==> config.mk <==
export PLATFORM = sky130hd
export DESIGN_NAME = parking_gate_scheduler
export DESIGN_NICKNAME = d
export VERILOG_FILES = /design/src/rtl/parking_gate_scheduler.sv
export SDC_FILE = /design/constraint.sdc
export NUM_CORES = 1
export LEC_CHECK = 0
export ABC_AREA = 1
export BUFFER_PORTS_ARGS = -buffer_cell sky130_fd_sc_hd__buf_2
export CAP_MARGIN = 15
export CORE_ASPECT_RATIO = 0.75
export CORE_UTILIZATION = 50
export DETAILED_ROUTE_END_ITERATION = 7
export PLACE_DENSITY = 0.8
export REMOVE_ABC_BUFFERS = 1
export SLEW_MARGIN = 15
export SYNTH_ARGS = -nofsm -noshare
export SYNTH_HDL_FRONTEND = slang
export SYNTH_SLANG_ARGS = --single-unit
==> constraint.sdc <==
create_clock -name clk -period 4.6 [get_ports clk]
set_input_delay 0.23 -clock clk [delete_from_list [all_inputs] [get_ports clk]]
set_output_delay 0.23 -clock clk [all_outputs]
set_load 0.01 [all_outputs]
==> src/rtl/parking_gate_scheduler.sv <==
// Shared parking gate sequencer: edge-detects entry/exit requests, arbitrates them
// round-robin, allocates or releases slots and holds the door open for DOOR_TICKS ticks.
module parking_gate_scheduler #(
    parameter int SLOTS      = 4,
    parameter int DOOR_TICKS = 4
) (
    input  logic                       clk,
    input  logic                       reset_n,
    input  logic                       entry_req,
    input  logic                       exit_req,
    input  logic [$clog2(SLOTS)-1:0]   exit_slot,
    input  logic                       tick,
    output logic [SLOTS-1:0]           occupancy,
    output logic                       door_open,
    output logic                       full_flag,
    output logic [$clog2(SLOTS+1)-1:0] free_count,
    output logic [$clog2(SLOTS)-1:0]   alloc_slot,
    output logic                       alloc_valid,
    output logic                       reject_pulse,
    output logic                       bad_exit_pulse,
    output logic                       busy
);

    localparam int SW = $clog2(SLOTS);
    localparam int FW = $clog2(SLOTS + 1);
    localparam int CW = (DOOR_TICKS > 1) ? $clog2(DOOR_TICKS + 1) : 1;

    localparam logic [2:0] ST_IDLE  = 3'd0;
    localparam logic [2:0] ST_ENTRY = 3'd1;
    localparam logic [2:0] ST_EXIT  = 3'd2;
    localparam logic [2:0] ST_OPEN  = 3'd3;
    localparam logic [2:0] ST_CLOSE = 3'd4;

    localparam logic SIDE_EXIT  = 1'b0;
    localparam logic SIDE_ENTRY = 1'b1;

    logic [2:0]       state_r;
    logic [SLOTS-1:0] occupancy_r;
    logic             door_open_r;
    logic [SW-1:0]    alloc_slot_r;
    logic             alloc_valid_r;
    logic             reject_pulse_r;
    logic             bad_exit_pulse_r;
    logic             entry_q_r;
    logic             exit_q_r;
    logic             entry_pend_r;
    logic             exit_pend_r;
    logic             last_served_r;
    logic [CW-1:0]    tick_cnt_r;

    logic             entry_rise_s;
    logic             exit_rise_s;
    logic             serve_entry_s;
    logic             serve_exit_s;
    logic [SW-1:0]    free_idx_s;

    function automatic logic [SW-1:0] lowest_free(input logic [SLOTS-1:0] occ);
        logic [SW-1:0] idx;
        idx = {SW{1'b0}};
        for (int i = SLOTS - 1; i >= 0; i--) begin
            if (!occ[i]) begin
                idx = SW'(i);
            end
        end
        return idx;
    endfunction

    function automatic logic [FW-1:0] popcount(input logic [SLOTS-1:0] occ);
        logic [FW-1:0] cnt;
        cnt = {FW{1'b0}};
        for (int i = 0; i < SLOTS; i++) begin
            cnt = cnt + FW'(occ[i]);
        end
        return cnt;
    endfunction

    assign entry_rise_s   = entry_req & ~entry_q_r;
    assign exit_rise_s    = exit_req & ~exit_q_r;
    assign free_idx_s     = lowest_free(occupancy_r);

    assign occupancy      = occupancy_r;
    assign door_open      = door_open_r;
    assign alloc_slot     = alloc_slot_r;
    assign alloc_valid    = alloc_valid_r;
    assign reject_pulse   = reject_pulse_r;
    assign bad_exit_pulse = bad_exit_pulse_r;
    assign full_flag      = &occupancy_r;
    assign free_count     = FW'(SLOTS) - popcount(occupancy_r);
    assign busy           = (state_r != ST_IDLE);

    // Round-robin pick in IDLE; on a tie the side not served last wins.
    always_comb begin
        serve_entry_s = 1'b0;
        serve_exit_s  = 1'b0;
        if (state_r == ST_IDLE) begin
            if (entry_pend_r && (!exit_pend_r || (last_served_r == SIDE_EXIT))) begin
                serve_entry_s = 1'b1;
            end else if (exit_pend_r) begin
                serve_exit_s = 1'b1;
            end else begin
                serve_entry_s = 1'b0;
                serve_exit_s  = 1'b0;
            end
        end else begin
            serve_entry_s = 1'b0;
            serve_exit_s  = 1'b0;
        end
    end

    // Request capture, gate sequencing, slot bookkeeping and registered outputs.
    always_ff @(posedge clk or negedge reset_n) begin
        if (!reset_n) begin
            state_r          <= ST_IDLE;
            occupancy_r      <= {SLOTS{1'b0}};
            door_open_r      <= 1'b0;
            alloc_slot_r     <= {SW{1'b0}};
            alloc_valid_r    <= 1'b0;
            reject_pulse_r   <= 1'b0;
            bad_exit_pulse_r <= 1'b0;
            entry_q_r        <= 1'b0;
            exit_q_r         <= 1'b0;
            entry_pend_r     <= 1'b0;
            exit_pend_r      <= 1'b0;
            last_served_r    <= SIDE_EXIT;
            tick_cnt_r       <= {CW{1'b0}};
        end else begin
            entry_q_r        <= entry_req;
            exit_q_r         <= exit_req;
            // A fresh rise on the serving edge is a new request and stays pending.
            entry_pend_r     <= entry_rise_s | (entry_pend_r & ~serve_entry_s);
            exit_pend_r      <= exit_rise_s | (exit_pend_r & ~serve_exit_s);
            alloc_valid_r    <= 1'b0;
            reject_pulse_r   <= 1'b0;
            bad_exit_pulse_r <= 1'b0;

            case (state_r)
                ST_IDLE: begin
                    if (serve_entry_s) begin
                        last_served_r <= SIDE_ENTRY;
                        if (full_flag) begin
                            reject_pulse_r <= 1'b1;
                        end else begin
                            state_r <= ST_ENTRY;
                        end
                    end else if (serve_exit_s) begin
                        last_served_r <= SIDE_EXIT;
                        state_r       <= ST_EXIT;
                    end else begin
                        state_r <= ST_IDLE;
                    end
                end
                ST_ENTRY: begin
                    occupancy_r[free_idx_s] <= 1'b1;
                    alloc_slot_r            <= free_idx_s;
                    alloc_valid_r           <= 1'b1;
                    door_open_r             <= 1'b1;
                    tick_cnt_r              <= {CW{1'b0}};
                    state_r                 <= ST_OPEN;
                end
                ST_EXIT: begin
                    if (occupancy_r[exit_slot]) begin
                        occupancy_r[exit_slot] <= 1'b0;
                        door_open_r            <= 1'b1;
                        tick_cnt_r             <= {CW{1'b0}};
                        state_r                <= ST_OPEN;
                    end else begin
                        bad_exit_pulse_r <= 1'b1;
                        state_r          <= ST_IDLE;
                    end
                end
                ST_OPEN: begin
                    if (tick) begin
                        if (tick_cnt_r == CW'(DOOR_TICKS - 1)) begin
                            door_open_r <= 1'b0;
                            tick_cnt_r  <= {CW{1'b0}};
                            state_r     <= ST_CLOSE;
                        end else begin
                            tick_cnt_r <= tick_cnt_r + {{(CW-1){1'b0}}, 1'b1};
                        end
                    end
                end
                ST_CLOSE: begin
                    state_r <= ST_IDLE;
                end
                default: begin
                    door_open_r <= 1'b0;
                    state_r     <= ST_IDLE;
                end
            endcase
        end
    end

endmodule

==> run summary <==
Status: complete, but fails checks
Failing checks: DRC
Share of cells above drive strength 1: 29.8%
CTS sink count: 21
Skew final: 0.0187 ns
Crit-path most repeated cell: ha_1
# nets final: 173
Clock Root Buffer: clkbuf_4
DR iter-0 viols: 40
FILL cells: 177
DR vias/cell: 5.16
Syn. warnings: 0
Worst slew margin: 69.1%
Die Area: 2460 um2
Critical Path Source: occupancy[1]
Yosys top cell area share: 46.4%
Mapped Cells: 135
Post-synth top cells: 38 x nand2_1, 21 x dfrtp_1, 15 x inv_1, 12 x nor2_1, 9 x o21ai_0
Final setup margin: 2.37 ns
Synth Register Bits: 21
Required @ worst endpoint: 4.37 ns
Asr flop ratio synth: 100%
Avg WL per Cell: 11.8 um
Dpl ws: 2.74 ns
Cell with the most instances after synthesis: nand2_1
Final hold violation count: 0
DRT Wirelength: 2190 um
Critical path cell sequence: fa_1 > inv_1 > ha_1 > ha_1 > buf_2
CORE AREA: 2070 um2
Post-cts resize count: 0
All-Layer GR Usage: 19.7%
Diode count: 0
Startpoint Class: flip-flop
WS Path Type: reg -> out
Max cap viols: 0
Total gr overflow: 0
Post-DRT Antenna Nets: 0
Synth Area in Compound Gates: 6.73%
Critical path arrival: 2.00 ns
First-pass DRT Iterations: 6
Slew @ Worst Pin: 0.464 ns
Clock buffer depth: 2
Postcts setup bufs: 0
Area grow syn2layout: 15.2%
Worst-Skew Late Latency: 0.31 ns
Final period util: 48.4%
Routed vias: 954
H-Tree Level Count: 1
Pwr/cell area: 700 nW/um2
Final slew viol count: 0
HP Start: exit_req
Ys flop type: dfrtp_1
Hold Buf Count CTS: 1
Port bufs: 21
Final instance area: 1310 um2
Placer Congestion: 0.883
# rows: 14
Largest family of logic cells by synthesized area: simple AND/OR/NAND/NOR gates
Synth Area in Simple Gates: 34.5%
Yosys cell types: 19
Clock tree from TritonCTS: done
Setup crit end kind: output port
Initial antenna violation count: 0
Largest net degree at the start of global routing: 22
Synth area leader: dfrtp_1
Min Tclk post-route: 2.23 ns
Final setup viols: 0
DRC: 2
# IOs: 22
Post-synthesis mux area share: 0%
Total CTS buffers: 3
VDD IR-drop max: 0.350 mV
Synthesized area: 1130 um2
First-pass GRT wire length: 3570 um
Hold Path Class: in -> reg
Reg2reg start: tick_cnt_r[0]
Max Clock Freq: 449 MHz
Reg clk slew, reported paths: 0.13 ns
Die height: 43.2 um
Placed Area: 1270 um2
Number of global-route vias before repair: 821
Tot Pwr: 915 uW
Highest-delay cell along the critical path: fa_1
XOR/XNOR Fraction of Synth Area: 0%
Max incr delay on CP: 0.57 ns
Avg Cell Area, Syn: 8.40 um2
Pleak: 0.748 nW
Die X: 57.0 um
Crit Path Max Fanout: 8
Synth area leaders: dfrtp_1 46%, nand2_1 13%, inv_1 5.0%
Adder-Cell Fraction of Synth Area: 5.08%
Register area share after synthesis: 46.4%
Post-synth EDFFs: 0
Initial Utilization: 54.8%
RSZ-0062 raised after global routing: false
Setup TNS: 0 ns
HPWL Detailed: 1710 um
[final timing paths]
check                            endpoint  slack (ns)  depth (start not counted)
setup / recovery            free_count[1]        2.37                          5
hold / removal                   exit_q_r        0.05                          1
setup reg to reg                door_open        3.28                          8
hold reg to reg               exit_pend_r        0.42                          1
max in group asynchronous     exit_pend_r        3.87                          2
min in group asynchronous  bad_exit_pulse        0.39                          2
[layout by cell type, fill, tap and decap left out]
cell,Yosys,layout
nand3_2,2,2
o21ai_0,9,9
ha_1,3,3
nand2_2,5,5
nor3_1,1,1
inv_2,7,7
clkinv_2,0,1
o21ai_1,3,3
nand2_4,1,1
clkbuf_4,0,3
nor2_2,2,2
nand3_1,6,6
nor2_4,2,2
buf_2,0,21
dfrtp_1,21,21
nand4_1,3,3
a21oi_4,1,1
inv_1,15,15
nor2_1,12,12
fa_1,1,1
nand3_4,3,3
nand2_1,38,38
dlygate4sd3_1,0,1
[cell families (layout without fill, tap and decap cells)]
kind of cell,count (synthesis),after routing
buffers and inverters,22,48
flip-flops,21,21
AO/OA/AOI/OAI,13,13
AND/OR/NAND/NOR,75,75
adder cells (fa/ha/maj),4,4
[critical path: cells and delay by family (launching register included)]
family | cells | cell delay [ns]
DFF | 1 | 0.50
adders and majority gates | 3 | 1.01
buffers and inverters | 2 | 0.18
[state kept, by name, summed over array words and instances (netlist names)]
register and flops:
occupancy 4, state_r 3, tick_cnt_r 3, alloc_slot 2, alloc_valid 1, bad_exit_pulse 1
door_open 1, entry_pend_r 1, entry_q_r 1, exit_pend_r 1, exit_q_r 1, last_served_r 1
reject_pulse 1
[metal layers]
metal / vias to the layer above / track usage [%] / share of wire [%]
li1: 478 / - / -
met1: 448 / 26.2 / 48
met2: 26 / 30.8 / 46
met3: 2 / 6.10 / 5.3
met4: 0 / 5.85 / 0.59
met5: - / 0 / 0
[final cells by class]
type | count | area (um2) | share of cell area (%)
well taps | 24 | 30.0 | 2.30
repair buffers | 22 | 115 | 8.81
clock inverters | 1 | 5.00 | 0.383
inverters | 22 | 82.6 | 6.32
clock buffers | 3 | 22.5 | 1.72
multi-input cells | 92 | 526 | 40.2
flip-flops and latches | 21 | 526 | 40.2
[through the flow]
stage	hold slack [ns]	std cells	util (%)
global route	0.0216	185	63.2
global placement	0.206	180	61.4
detailed placement	0.213	180	61.4
floorplan	-0.0656	135	-
CTS	0.0395	185	63.2
finish	0.0487	185	63.2
[where the power goes]
part | switching, mW | internal (mW)
registers | 0.0710 | 0.253
clock network | 0.0551 | 0.0324
logic | 0.318 | 0.185
Note: power is estimated with default switching activity, not from simulation.
